### src/rtl/alu_pkg.sv
// Shared ALU definitions: op codes, the last legal op, and the response-stage state type.
package alu_pkg;

    localparam int ALU_OP_W = 4;

    localparam logic [ALU_OP_W-1:0] ALU_ADD = 4'd0;
    localparam logic [ALU_OP_W-1:0] ALU_SUB = 4'd1;
    localparam logic [ALU_OP_W-1:0] ALU_AND = 4'd2;
    localparam logic [ALU_OP_W-1:0] ALU_OR  = 4'd3;
    localparam logic [ALU_OP_W-1:0] ALU_XOR = 4'd4;
    localparam logic [ALU_OP_W-1:0] ALU_SRA = 4'd5;
    localparam logic [ALU_OP_W-1:0] ALU_SRL = 4'd6;
    localparam logic [ALU_OP_W-1:0] ALU_SLL = 4'd7;
    localparam logic [ALU_OP_W-1:0] ALU_SLT = 4'd8;

    // Codes above this value are illegal and flagged on rsp_err.
    localparam logic [ALU_OP_W-1:0] ALU_OP_LAST = ALU_SLT;

    typedef enum logic {
        RSP_EMPTY = 1'b0,
        RSP_FULL  = 1'b1
    } rsp_state_e;

endpackage

### src/rtl/alu_share_arb_if.sv
// Bundle of the two request channels, the response channel, flush and debug visibility.
interface alu_share_arb_if #(
    parameter int DATA_W = 32,
    parameter int TAG_W  = 4
);
    import alu_pkg::*;

    // Handshake: a beat moves on a rising edge where valid && ready. The producer keeps valid
    // and payload stable until it sees ready; ready may depend combinationally on valid.
    logic                flush;

    logic                req0_valid;
    logic                req0_ready;
    logic [ALU_OP_W-1:0] req0_op;
    logic [DATA_W-1:0]   req0_a;
    logic [DATA_W-1:0]   req0_b;
    logic [TAG_W-1:0]    req0_tag;

    logic                req1_valid;
    logic                req1_ready;
    logic [ALU_OP_W-1:0] req1_op;
    logic [DATA_W-1:0]   req1_a;
    logic [DATA_W-1:0]   req1_b;
    logic [TAG_W-1:0]    req1_tag;

    logic                rsp_valid;
    logic                rsp_ready;
    logic                rsp_id;
    logic [TAG_W-1:0]    rsp_tag;
    logic [DATA_W-1:0]   rsp_data;
    logic                rsp_err;

    rsp_state_e          dbg_state;
    logic                dbg_rr_last;

    modport master (
        output flush,
        output req0_valid, req0_op, req0_a, req0_b, req0_tag,
        input  req0_ready,
        output req1_valid, req1_op, req1_a, req1_b, req1_tag,
        input  req1_ready,
        input  rsp_valid, rsp_id, rsp_tag, rsp_data, rsp_err,
        output rsp_ready,
        input  dbg_state, dbg_rr_last
    );

    modport slave (
        input  flush,
        input  req0_valid, req0_op, req0_a, req0_b, req0_tag,
        output req0_ready,
        input  req1_valid, req1_op, req1_a, req1_b, req1_tag,
        output req1_ready,
        output rsp_valid, rsp_id, rsp_tag, rsp_data, rsp_err,
        input  rsp_ready,
        output dbg_state, dbg_rr_last
    );

endinterface

### src/rtl/alu.sv
// Combinational 32-bit ALU; illegal op codes produce zero.
module alu
    import alu_pkg::*;
(
    input  logic [ALU_OP_W-1:0] op,
    input  logic [31:0]         a,
    input  logic [31:0]         b,
    output logic [31:0]         y
);

    logic lt;

    // Sign-extending to 33 bits keeps the compare correct across overflow.
    assign lt = ($signed({a[31], a}) < $signed({b[31], b}));

    always_comb begin
        y = '0;
        case (op)
            ALU_ADD: y = a + b;
            ALU_SUB: y = a - b;
            ALU_AND: y = a & b;
            ALU_OR:  y = a | b;
            ALU_XOR: y = a ^ b;
            ALU_SRA: y = $signed(a) >>> b[4:0];
            ALU_SRL: y = a >> b[4:0];
            ALU_SLL: y = a << b[4:0];
            ALU_SLT: y = {31'b0, lt};
            default: y = '0;
        endcase
    end

endmodule

### src/rtl/rr_arb2.sv
// Two-way round-robin arbiter; priority moves only when advance is high.
module rr_arb2 (
    input  logic       clk,
    input  logic       rst_n,
    input  logic [1:0] valid,
    input  logic       advance,
    output logic [1:0] grant,
    output logic       rr_last
);

    always_comb begin
        grant = valid;
        if (valid == 2'b11) begin
            grant = rr_last ? 2'b01 : 2'b10;
        end
    end

    // Reset to 1 so requester 0 wins the first tie.
    always_ff @(posedge clk or negedge rst_n) begin
        if (!rst_n) begin
            rr_last <= 1'b1;
        end else if (advance) begin
            rr_last <= grant[1];
        end
    end

endmodule

### src/rtl/alu_share_arb.sv
// One shared ALU behind a round-robin arbiter, feeding a single registered response stage.
module alu_share_arb
    import alu_pkg::*;
#(
    parameter int DATA_W = 32,
    parameter int TAG_W  = 4
) (
    input  logic            clk,
    input  logic            rst_n,
    alu_share_arb_if.slave  bus
);

    logic [1:0]          grant;
    logic                rr_last;
    logic                accept;
    logic                xfer0;
    logic                xfer1;
    logic                xfer;
    logic [ALU_OP_W-1:0] sel_op;
    logic [DATA_W-1:0]   sel_a;
    logic [DATA_W-1:0]   sel_b;
    logic [TAG_W-1:0]    sel_tag;
    logic [DATA_W-1:0]   alu_y;
    rsp_state_e          state_q;
    rsp_state_e          state_d;

    logic                rsp_id_q;
    logic [TAG_W-1:0]    rsp_tag_q;
    logic [DATA_W-1:0]   rsp_data_q;
    logic                rsp_err_q;

    // No skid buffer: accept only when the stage is free or draining; flush and reset block it.
    assign accept = rst_n && !bus.flush && ((state_q == RSP_EMPTY) || bus.rsp_ready);

    rr_arb2 u_arb (
        .clk     (clk),
        .rst_n   (rst_n),
        .valid   ({bus.req1_valid, bus.req0_valid}),
        .advance (xfer),
        .grant   (grant),
        .rr_last (rr_last)
    );

    assign bus.req0_ready = accept && grant[0];
    assign bus.req1_ready = accept && grant[1];
    assign xfer0          = bus.req0_valid && bus.req0_ready;
    assign xfer1          = bus.req1_valid && bus.req1_ready;
    assign xfer           = xfer0 || xfer1;

    assign sel_op  = grant[1] ? bus.req1_op  : bus.req0_op;
    assign sel_a   = grant[1] ? bus.req1_a   : bus.req0_a;
    assign sel_b   = grant[1] ? bus.req1_b   : bus.req0_b;
    assign sel_tag = grant[1] ? bus.req1_tag : bus.req0_tag;

    alu u_alu (
        .op (sel_op),
        .a  (sel_a),
        .b  (sel_b),
        .y  (alu_y)
    );

    always_ff @(posedge clk or negedge rst_n) begin
        if (!rst_n) begin
            state_q <= RSP_EMPTY;
        end else begin
            state_q <= state_d;
        end
    end

    always_comb begin
        state_d = state_q;
        unique case (state_q)
            RSP_EMPTY: if (xfer) state_d = RSP_FULL;
            RSP_FULL: begin
                if (bus.flush)          state_d = RSP_EMPTY;
                else if (xfer)          state_d = RSP_FULL;
                else if (bus.rsp_ready) state_d = RSP_EMPTY;
            end
            default: state_d = RSP_EMPTY;
        endcase
    end

    always_ff @(posedge clk or negedge rst_n) begin
        if (!rst_n) begin
            rsp_id_q   <= 1'b0;
            rsp_tag_q  <= '0;
            rsp_data_q <= '0;
            rsp_err_q  <= 1'b0;
        end else if (xfer) begin
            rsp_id_q   <= grant[1];
            rsp_tag_q  <= sel_tag;
            rsp_data_q <= alu_y;
            rsp_err_q  <= (sel_op > ALU_OP_LAST);
        end
    end

    assign bus.rsp_valid   = (state_q == RSP_FULL);
    assign bus.rsp_id      = rsp_id_q;
    assign bus.rsp_tag     = rsp_tag_q;
    assign bus.rsp_data    = rsp_data_q;
    assign bus.rsp_err     = rsp_err_q;
    assign bus.dbg_state   = state_q;
    assign bus.dbg_rr_last = rr_last;

    // Requesters must not withdraw or alter a request before it is accepted.
    req0_hold: assert property (@(posedge clk) disable iff (!rst_n)
        (bus.req0_valid && !bus.req0_ready) |=>
        (bus.req0_valid && $stable({bus.req0_op, bus.req0_a, bus.req0_b, bus.req0_tag})));

    req1_hold: assert property (@(posedge clk) disable iff (!rst_n)
        (bus.req1_valid && !bus.req1_ready) |=>
        (bus.req1_valid && $stable({bus.req1_op, bus.req1_a, bus.req1_b, bus.req1_tag})));

endmodule
### src/flat_wrapper.sv
// flat-port wrapper written by rule: the top's interface ports become plain ports
module alu_share_arb_flat import alu_pkg::*;
#(
    parameter int DATA_W = 32,
    parameter int TAG_W  = 4
)
  (clk, rst_n, bus_flush, bus_req0_valid, bus_req0_op, bus_req0_a, bus_req0_b, bus_req0_tag, bus_req0_ready, bus_req1_valid, bus_req1_op, bus_req1_a, bus_req1_b, bus_req1_tag, bus_req1_ready, bus_rsp_valid, bus_rsp_id, bus_rsp_tag, bus_rsp_data, bus_rsp_err, bus_rsp_ready, bus_dbg_state, bus_dbg_rr_last);
  alu_share_arb_if #(.DATA_W(DATA_W), .TAG_W(TAG_W)) bus_i ();
  input  logic clk;
  input  logic rst_n;
  input wire logic [$bits(bus_i.flush)-1:0] bus_flush;
  input wire logic [$bits(bus_i.req0_valid)-1:0] bus_req0_valid;
  input wire logic [$bits(bus_i.req0_op)-1:0] bus_req0_op;
  input wire logic [$bits(bus_i.req0_a)-1:0] bus_req0_a;
  input wire logic [$bits(bus_i.req0_b)-1:0] bus_req0_b;
  input wire logic [$bits(bus_i.req0_tag)-1:0] bus_req0_tag;
  output wire logic [$bits(bus_i.req0_ready)-1:0] bus_req0_ready;
  input wire logic [$bits(bus_i.req1_valid)-1:0] bus_req1_valid;
  input wire logic [$bits(bus_i.req1_op)-1:0] bus_req1_op;
  input wire logic [$bits(bus_i.req1_a)-1:0] bus_req1_a;
  input wire logic [$bits(bus_i.req1_b)-1:0] bus_req1_b;
  input wire logic [$bits(bus_i.req1_tag)-1:0] bus_req1_tag;
  output wire logic [$bits(bus_i.req1_ready)-1:0] bus_req1_ready;
  output wire logic [$bits(bus_i.rsp_valid)-1:0] bus_rsp_valid;
  output wire logic [$bits(bus_i.rsp_id)-1:0] bus_rsp_id;
  output wire logic [$bits(bus_i.rsp_tag)-1:0] bus_rsp_tag;
  output wire logic [$bits(bus_i.rsp_data)-1:0] bus_rsp_data;
  output wire logic [$bits(bus_i.rsp_err)-1:0] bus_rsp_err;
  input wire logic [$bits(bus_i.rsp_ready)-1:0] bus_rsp_ready;
  output wire logic [$bits(bus_i.dbg_state)-1:0] bus_dbg_state;
  output wire logic [$bits(bus_i.dbg_rr_last)-1:0] bus_dbg_rr_last;
  assign bus_i.flush = bus_flush;
  assign bus_i.req0_valid = bus_req0_valid;
  assign bus_i.req0_op = bus_req0_op;
  assign bus_i.req0_a = bus_req0_a;
  assign bus_i.req0_b = bus_req0_b;
  assign bus_i.req0_tag = bus_req0_tag;
  assign bus_req0_ready = bus_i.req0_ready;
  assign bus_i.req1_valid = bus_req1_valid;
  assign bus_i.req1_op = bus_req1_op;
  assign bus_i.req1_a = bus_req1_a;
  assign bus_i.req1_b = bus_req1_b;
  assign bus_i.req1_tag = bus_req1_tag;
  assign bus_req1_ready = bus_i.req1_ready;
  assign bus_rsp_valid = bus_i.rsp_valid;
  assign bus_rsp_id = bus_i.rsp_id;
  assign bus_rsp_tag = bus_i.rsp_tag;
  assign bus_rsp_data = bus_i.rsp_data;
  assign bus_rsp_err = bus_i.rsp_err;
  assign bus_i.rsp_ready = bus_rsp_ready;
  assign bus_dbg_state = bus_i.dbg_state;
  assign bus_dbg_rr_last = bus_i.dbg_rr_last;
  alu_share_arb #(.DATA_W(DATA_W), .TAG_W(TAG_W)) u_core (.clk(clk), .rst_n(rst_n), .bus(bus_i));
endmodule
### config.mk
export PLATFORM = sky130hd
export DESIGN_NAME = alu_share_arb_flat
export DESIGN_NICKNAME = d
export VERILOG_FILES = /design/src/rtl/alu_pkg.sv /design/src/rtl/alu_share_arb_if.sv /design/src/rtl/alu.sv /design/src/rtl/rr_arb2.sv /design/src/rtl/alu_share_arb.sv /design/src/flat_wrapper.sv
export SDC_FILE = /design/constraint.sdc
export NUM_CORES = 1
export LEC_CHECK = 0
export ABC_AREA = 1
export CELL_PAD_IN_SITES_DETAIL_PLACEMENT = 1
export CELL_PAD_IN_SITES_GLOBAL_PLACEMENT = 1
export CORE_ASPECT_RATIO = 1.4
export CORE_MARGIN = 5
export CORE_UTILIZATION = 40
export CTS_BUF_LIST = sky130_fd_sc_hd__clkbuf_4 sky130_fd_sc_hd__clkbuf_8
export DETAILED_ROUTE_END_ITERATION = 6
export PLACE_DENSITY_LB_ADDON = 0.1
export SYNTH_ARGS = -nofsm -noshare
export SYNTH_HDL_FRONTEND = slang
export SYNTH_SLANG_ARGS = --single-unit
export TNS_END_PERCENT = 1
### constraint.sdc
create_clock -name clk -period 9.7 [get_ports clk]
set_input_delay 1.94 -clock clk [delete_from_list [all_inputs] [get_ports clk]]
set_output_delay 1.94 -clock clk [all_outputs]
set_load 0.02 [all_outputs]
======== After elaboration in Yosys (flattened, before gate mapping) ========
Index checks and enable logic that the tools add are counted.
cells by class
  add/sub/neg operators ................... 2
  $mul .................................... 0
  div/mod/pow operators ................... 0
  magnitude comparators ................... 2
  eq/ne operators ......................... 9
  shifts and indexed selects .............. 3
  muxes and demuxes ....................... 12
  bitwise gates (word level) .............. 4
  reduce and logical (&&, ||, !) cells .... 10
operators by type and width
  kind                count
  $pmux 32 s9         1
  $mux 32             2
  $add 32x32->32      1
  $and 32x32->32      1
  $lt 32x32->1        1
  $or 32x32->32       1
  $shl 32x5->32       1
  $shr 32x5->32       1
  $sshr 32x5->32      1
  $sub 32x32->32      1
  $xor 32x32->32      1
  $eq 4x3->1 const B  4
  $eq 4x2->1 const B  2
  $mux 4              2
  $logic_and 1x1->1   6
  $eq 4x1->1 const B  1
  $eq 4x4->1 const B  1
  $gt 4x4->1 const B  1
  $logic_not 4->1     1
  $mux 1              4
  $mux 2              2
  $eq 2x2->1 const B  1
  $logic_or 1x1->1    2
  $pmux 1 s2          1
  2 further kinds     2
word-level totals
  bits in registers ....................... 40
  bits in latches ......................... 0
  bits in writable memories ............... 0
  ROM bits ................................ 0
  input port bits ......................... 150
  output and inout port bits .............. 43
  logic and storage cells ................. 48
  memories ................................ 0

======== Longest topological paths before layout ========
Gate-level depths: netlist of run 1.
  depth after elaboration ................. 9
  gate-level depth with buffers ........... 25
  mapped depth without buffers ............ 22

======== Modules after synthesis ========
From an unflattened synthesis of run 1, not the netlist that was laid out.
unflattened totals
  cell total of the unflattened synthesis .. 2506
  area total of the unflattened synthesis .. 12612.1 um2
modules (own cells, without submodules)
  module         times used  cells each  area an instance (um2)  seq. area each (um2)
  alu            1           2080        10050.9                 0.0
  alu_share_arb  1           417         2497.4                  975.9
  rr_arb2        1           9           63.8                    26.3

======== Least setup slack after synthesis of run 1 ========
Ideal clock, no wire load.
  kind .................................... input-to-reg
  from .................................... input port bus_req0_valid
  to ...................................... register u_core.rsp_data_q[25] (netlist: u_core.bus.rsp_data[25])
  setup time .............................. 0.117 ns
  data arrival time ....................... 4.703 ns
  required time ........................... 9.583 ns
  path slack .............................. 4.880 ns
  stages on the path ...................... 22
  buffers on the path ..................... 5
  cell sequence ........................... nand2_2 -> nand2_4 -> buf_6 -> buf_2 -> clkbuf_1 -> clkbuf_1 -> nand2_1 -> o21ai_0 -> ha_1 -> clkbuf_1 -> nand2_1 -> nor2_1 -> inv_1 -> nor3_1 -> nand2_1 -> or2_2 -> nand3_1 -> nand2_1 -> nand3_1 -> nand3_1 -> nand2_1 -> nand2_1
between the ends
  cells in the longest elaborated chain, start to end .. 5
  elaborated cells on any way between the ends .. 28
  classes of those cells .................. add/sub: 2; eq/ne: 9; shift: 3; mux: 5; bitwise: 3; reduce/logical: 6
RTL lines
  element                                                 line                            text
  from (decl)                                             flat_wrapper.sv:12              input wire logic [$bits(bus_i.req0_valid)-1:0] bus_req0_valid;
  $eq 2x2->1                                              rr_arb2.sv:13                   if (valid == 2'b11) begin
  $mux 2                                                  rr_arb2.sv:13
  $mux 32 (tied with other cells)                         alu_share_arb.sv:51             assign sel_a = grant[1] ? bus.req1_a : bus.req0_a;
  $sub 32x32->32 (tied with other cells)                  alu.sv:20                       ALU_SUB: y = a - b;
  $pmux 32 s9 / $logic_or 1x1->1 (equally long branches)  alu.sv:18, alu_share_arb.sv:48
  to (signal assigned)                                    alu_share_arb.sv:92             rsp_data_q <= alu_y;
  to (decl)                                               alu_share_arb.sv:29             logic [DATA_W-1:0] rsp_data_q;
Parallel ways exist; a longest one is shown, timed or not.
A chain may end at the register's enable or synchronous reset.

======== Final worst setup path of run 1 ========
  from .................................... input port bus_req0_valid
  to ...................................... register u_core.rsp_data_q[15] (netlist: u_core.bus.rsp_data[15])
Same word-level chain as after synthesis.

==> impl_metrics.tcl, run 1 <==
set metrics [dict create \
    status "finished, final reports clean" \
    root_buffer "clkbuf_8" \
    crit_path_max_incr_delay_ns 0.81 \
    fin_skew_ns 0.0112 \
    path_cells "clkdlybuf4s50_1 > nand2_2 > nand2_4 > inv_2 > or2_2 > o21ai_4 > inv_4 > ha_1 > a21oi_1 > nand2_1 > nand2_1 > nand2_1 > nand2_1 > nand3_1 > nand3_1 > o21ai_0 > inv_1 > nand4_1 > nand2_1 > nand2_1" \
    vias 18300 \
    slew_headroom_pct 18.1 \
    core_area_um2 31400 \
    nNetsFinal 2776 \
    crit_path_end_kind "flip-flop" \
    syn-num-nets 2673 \
    cts_made_buffers 5 \
    nFillCells 4645 \
    arrival_ns 7.74 \
    reg2reg_from "u_core.u_arb.rr_last" \
    gp_congestion 1.09 \
    num_rows 77 \
    clk_latency_ns 0.34 \
    met2WireLength_mm 38.3 \
    grt_pass1_vias 18700 \
    track_usage_pct 45.0 \
    synth_edf_count 0 \
    post_drt_wl_per_cell_um 28.2 \
    cp_common_cell "nand2_1" \
    switchingPower_mw 1.65 \
    fin_cells 2928 \
    routed_wl_mm 82.4 \
    cp-start-kind "primary input" \
    finalCriticalPeriod_ns 7.52 \
    stdcell_area_um2 14700 \
    grt_pass1_wl_mm 119 \
    cts_buffer_depth 2 \
    rsz0062_at_grt "no" \
    dpl.hpwl_mm 67.2 \
    crit_slowest_cell "nand2_4" \
    cts_setup_buffers 0 \
    netlist_instances 2425 \
    worstHoldStart "u_core.bus.rsp_id" \
    worstPathMaxFanout 63 \
    max_freq_ghz 0.133 \
    drt_pre_antenna_iters 6 \
    die_area_um2 35200 \
    intPower_mw 0.917 \
    first_iter_violations 1920 \
    yosysTopAreaCell "nand2_1" \
    postCtsResizedCells 0 \
    via_per_inst 6.25 \
    cts.sinks 40 \
    critPathRequiredTime_ns 9.92 \
    post_route_cells_drive_above_1_share_pct 3.88 \
    grt_max_degree 70 \
    fin_crit_sh_pct 77.5 \
    ant_nets 0 \
    crit_type "in -> reg" \
    cp_num_buf_inv 4 \
    hp-class "reg -> reg" \
    synthTopCellsByArea "nand2_1 (23%), nand3_1 (17%), ha_1 (9.5%)" \
    yosysWarningCount 0 \
    synthesis.area_um2 12600 \
    ys.flop_type "dfrtp_1" \
    avgSynthCellArea_um2 5.20 \
    io_buffer_count 192 \
    slew_viol_final 0 \
    synth_top_area_share_pct 23.2 \
    met3_length_mm 6.64 \
    hold_viol_final 0 \
    topRoutingLayerUsed "met5" \
    regArea_um2 1000 \
    post_dp_cell_area_um2 14500 \
    wl_met1_mm 27.3 \
    die_height_um 220 \
    ys_types 51 \
    startpoint "bus_req0_valid" \
    cts_hold_buffers 0 \
    initial_core_util_pct 40.1 \
    hold_ws_ns 0.493 \
    power.leakage_nw 7.71 \
    area_delta_synth_final_pct 16.4 \
    crit_family "simple AND/OR/NAND/NOR gates" \
    ys_ff_latch 40 \
    setup_viol 0 \
    grt_overflow 0 \
    drcViolationCount 0 \
    worst_pin_slew_ns 1.22 \
    clockPowerShare_pct 6.2 \
    async_flop_share_pct 100 \
    p_sw_share_pct 64.3 \
    power_frac_comb_pct 82.1 \
    cts_tree "built" \
    maxCapViolCount 0 \
    cellPowerDensity_nw_per_um2 175 \
    tns_ns 0 \
    fp.dieW_um 160 \
    ios 193 \
    multiInputGateArea_um2 9740 \
    dp.cells 2916 \
    antenna_found_initial 3 \
    pwr-share-seq_pct 11.7 \
    vdd_ir_drop_max_v 0.000106 \
    clk_pin_slew_ns 0.09 \
    ys_seq_area_share_pct 7.95 \
    h-tree-depth 2 \
]
cell usage in the layout (no fill, tap or decap), drive strengths merged, types with 2 or more instances in the layout:
cell	netlist	layout
o31ai	2	2
ha	96	96
a211oi	3	3
nor3	15	15
nand3b	32	32
diode	0	4
o221ai	7	7
o211ai	11	11
a21boi	5	5
xor2	3	3
nand4	27	27
a21oi	116	116
buf	79	18
nand3	440	440
o21bai	7	7
nand2	802	802
or2	7	7
clkinv	1	3
o22ai	13	13
inv	333	333
a21o	3	3
dfrtp	39	39
nor2	179	179
nor4	5	5
clkdlybuf4s50	0	191
o21a	2	2
o21ai	152	152
a31oi	6	6
clkbuf	34	5
fa	2	2
cell usage after synthesis, types with 6 or more instances:
library cell	instances
nand4_1	27
nor3_1	15
ha_1	96
clkbuf_1	34
nand2_2	18
nor2_1	168
o21bai_1	7
nor2_4	6
a21oi_1	115
buf_1	6
o211ai_1	11
buf_6	7
nand2_1	779
o21ai_0	118
buf_4	12
buf_2	52
o21ai_2	6
o22ai_1	13
a31oi_1	6
inv_2	16
nand3_1	435
inv_1	316
o21ai_1	26
o221ai_1	7
nand3b_1	32
dfrtp_1	39
logic make-up (layout without fill, tap and decap cells):
kind of cell | Yosys count | after routing | synth area share, %
other cells | 0 | 4 | 0
buf+inv | 447 | 551 | 14.8
xor+xnor | 3 | 3 | 0.209
simple gates | 1509 | 1509 | 52.7
flops | 40 | 40 | 7.95
fa+ha+maj | 98 | 98 | 9.85
compound gates | 328 | 328 | 14.5
tightest hold or removal path, delay by kind of cell, from the launching register on:
family        cells  cell delay, ns
simple gates      2            0.11
flops             1            0.36
power groups by stage:
stage	Combinational [mW]	Sequential, mW	Clock (mW)
after floorplan	1.12	0.355	0
after global placement	1.98	0.299	0
after detailed placement	2.02	0.302	0
after CTS	2.03	0.300	0.159
after global routing	2.22	0.307	0.168
final	2.11	0.302	0.158
routing by layer:
metal,global-route usage (%),vias to the layer above
li1,-,8066
met1,45.6,8661
met2,76.7,1089
met3,9.02,473
met4,43.4,2
met5,0,-
final cells by class:
class,count,share of cell area (%)
repair buffers,209,13.9
flip-flops and latches,40,6.83
inverters,334,8.57
clock inverters,3,0.324
diodes,4,0.0683
multi-input cells,1938,66.4
clock buffers,5,0.469
well taps,395,3.37
metrics by stage:
step	power, mW	utilization, %	setup WS [ns]
2_1_floorplan	1.48	-	4.88
3_3_place_gp	2.28	46.3	2.14
3_5_place_dp	2.32	46.3	2.02
4_1_cts	2.49	46.7	2.36
5_1_grt	2.69	46.7	2.04
6_report	2.57	46.7	2.18
registers in the layout (all words and copies together), names as in the netlist:
signal / count
u_core.bus.dbg_state: 1
u_core.bus.rsp_data: 32
u_core.bus.rsp_err: 1
u_core.u_arb.rr_last: 1
u_core.bus.rsp_id: 1
u_core.bus.rsp_tag: 4
path summary, 6_finish.rpt:
path,endpoint,cells after the start,slack (ns)
max,u_core.bus.rsp_data[15],20,2.18
min,u_core.bus.rsp_id,2,0.49
max reg2reg,u_core.bus.rsp_data[15],19,3.89
min reg2reg,u_core.bus.rsp_id,2,0.49
max in group asynchronous,u_core.bus.rsp_tag[3],2,7.53
min in group asynchronous,u_core.bus.rsp_data[15],2,1.68
(Power assumes the default switching activity.)
==> run 2, diff against run 1 <==
- CORE_UTILIZATION: 40 -> 34
- clock period: 9.7 -> 6.4 ns (I/O delays scaled with it)
==> run 2 against run 1 <==
Effect of this change: die area increased by 17%; critical path depth unchanged; hold slack got worse by 0.013 ns; global-route usage decreased by 6.6 points; critical endpoint is now u_core.bus.rsp_data[27]; first-iteration DRC count decreased by 14%; critical path type unchanged; clock skew increased by 0.0039 ns; via count decreased by 3.4%; register-to-register slack got worse by 2.4 ns; non-clock buffer count increased by 19; sequential share of layout area decreased by 0.12 points; clock power increased by 49%.
==> impl_metrics.tcl, run 2 (same netlist as run 1, synthesis figures left out) <==
set metrics [dict create \
    hp-class "reg -> reg" \
    cts_tree "built" \
    nNetsFinal 2795 \
    largest_register_ffs 32 \
    die_area_um2 41100 \
    drcViolationCount 0 \
    worst_slack_ns 0.607 \
    antenna_found_initial 4 \
    rsz0062_at_grt "no" \
    mostFrequentLayoutCell "nand2_1" \
    post_dp_cell_area_um2 14800 \
    post_drt_wl_per_cell_um 27.6 \
    grt_pass1_wl_mm 119 \
    maxCapViolCount 0 \
    post-place-ws_ns 0.398 \
    num_rows 83 \
    setup_viol 0 \
    post_route_cells_drive_above_1_share_pct 4.59 \
    track_usage_pct 38.4 \
    ant_nets 0 \
    stdcell_area_um2 14900 \
    status "finished, final reports clean" \
    cellPowerDensity_nw_per_um2 261 \
    worst_pin_slew_ns 0.848 \
    crit_type "in -> reg" \
    slew_viol_final 0 \
    grt_overflow 0 \
    cp-start-kind "primary input" \
    first_iter_violations 1644 \
    routed_wl_mm 83.4 \
    h-tree-depth 2 \
    finalCriticalPeriod_ns 5.79 \
    gp_congestion 1.07 \
    area_delta_synth_final_pct 18.4 \
    nFillCells 5354 \
    drt_pre_antenna_iters 6 \
    final_cell_mix "nand2_1 (779), nand3_1 (435), inv_1 (316)" \
    grt_pass1_vias 18100 \
    worstPathMaxFanout 42 \
    via_per_inst 5.85 \
    fin_crit_sh_pct 90.5 \
    vdd_ir_drop_max_v 0.0000999 \
    r2r_slack_ns 1.53 \
    cts_made_buffers 5 \
    cts_hold_buffers 0 \
    critPathRequiredTime_ns 6.63 \
    slew_headroom_pct 42.9 \
    power.leakage_nw 7.81 \
    hold_viol_final 0 \
    ios 193 \
    initial_core_util_pct 34.4 \
    dpl.hpwl_mm 70.2 \
    die_height_um 238 \
    arrival_ns 6.02 \
    clk_latency_ns 0.33 \
    root_buffer "clkbuf_8" \
    fin_skew_ns 0.0152 \
    crit_path_max_incr_delay_ns 0.73 \
    io_buffer_count 192 \
    grt_max_degree 69 \
    vias 17700 \
    clk_pin_slew_ns 0.10 \
    hold_ws_ns 0.480 \
    postCtsResizedCells 0 \
    fp.dieW_um 173 \
    crit_slowest_cell "a21boi_0" \
    path_cells "clkdlybuf4s50_1 > nand2_2 > nand2_4 > buf_12 > buf_4 > o21ai_0 > ha_1 > inv_1 > nand2_1 > nand2_1 > inv_1 > nand2_1 > a21boi_0 > nor2_1 > nor2_1 > nand3_1 > nand3_1 > nand4_1 > nand2_1 > nand2_1" \
    max_freq_ghz 0.173 \
    cp_common_cell "nand2_1" \
    cts.sinks 40 \
    cts_buffer_depth 2 \
    cts_setup_buffers 0 \
    core_area_um2 36700 \
    crit_path_end_kind "flip-flop" \
    tns_ns 0 \
]
==> run 2: layout make-up <==
cell class,count,area (um^2),share of cell area [%]
tap,467,584,3.92
multi-input combinational,1938,9740,65.3
clock inverter,3,46.3,0.310
clock buffer,5,68.8,0.461
antenna,3,7.51,0.0503
inverter,334,1260,8.42
timing repair buffer,228,2210,14.8
sequential,40,1000,6.72
==> run 2: per-layer routing <==
layer	vias up	GRT usage, %	wire length, um	share of wire [%]
met1	8568	41.8	29900	36
met2	737	67.6	40600	49
li1	8093	-	-	-
met4	2	30.4	8400	10
met5	-	0	14	0.017
met3	268	4.20	4600	5.5
==> run 2: where the power goes <==
| group | internal, mW | switching (mW) |
|---|---|---|
| clock | 0.118 | 0.119 |
| combinational | 0.944 | 2.28 |
| sequential | 0.354 | 0.0736 |
| total | 1.42 | 2.47 |
==> run 2: final timing paths <==
kind | to | depth (start not counted) | from
max | u_core.bus.rsp_data[27] | 20 | bus_req0_valid
min | u_core.bus.rsp_id | 2 | u_core.bus.rsp_id
max reg2reg | u_core.bus.rsp_data[27] | 19 | u_core.u_arb.rr_last
min reg2reg | u_core.bus.rsp_id | 2 | u_core.bus.rsp_id
max in group asynchronous | u_core.bus.rsp_data[3] | 2 | rst_n
min in group asynchronous | u_core.bus.rsp_data[22] | 2 | rst_n
==> run 2: worst max-delay path, delay by kind of cell <==
family	cells	cell delay, ns
and+or+nand+nor	12	1.91
adders and majority gates	1	0.56
buffers and inverters	5	1.36
AOI/OAI and AO/OA	2	0.88
==> run 2: stage by stage <==
step | util [%] | power (mW) | std cells
2_1_floorplan | - | 2.24 | 2425
3_3_place_gp | 40.4 | 3.54 | 3007
3_5_place_dp | 40.4 | 3.57 | 3007
4_1_cts | 40.7 | 3.82 | 3015
5_1_grt | 40.7 | 4.11 | 3018
6_report | 40.7 | 3.89 | 3018
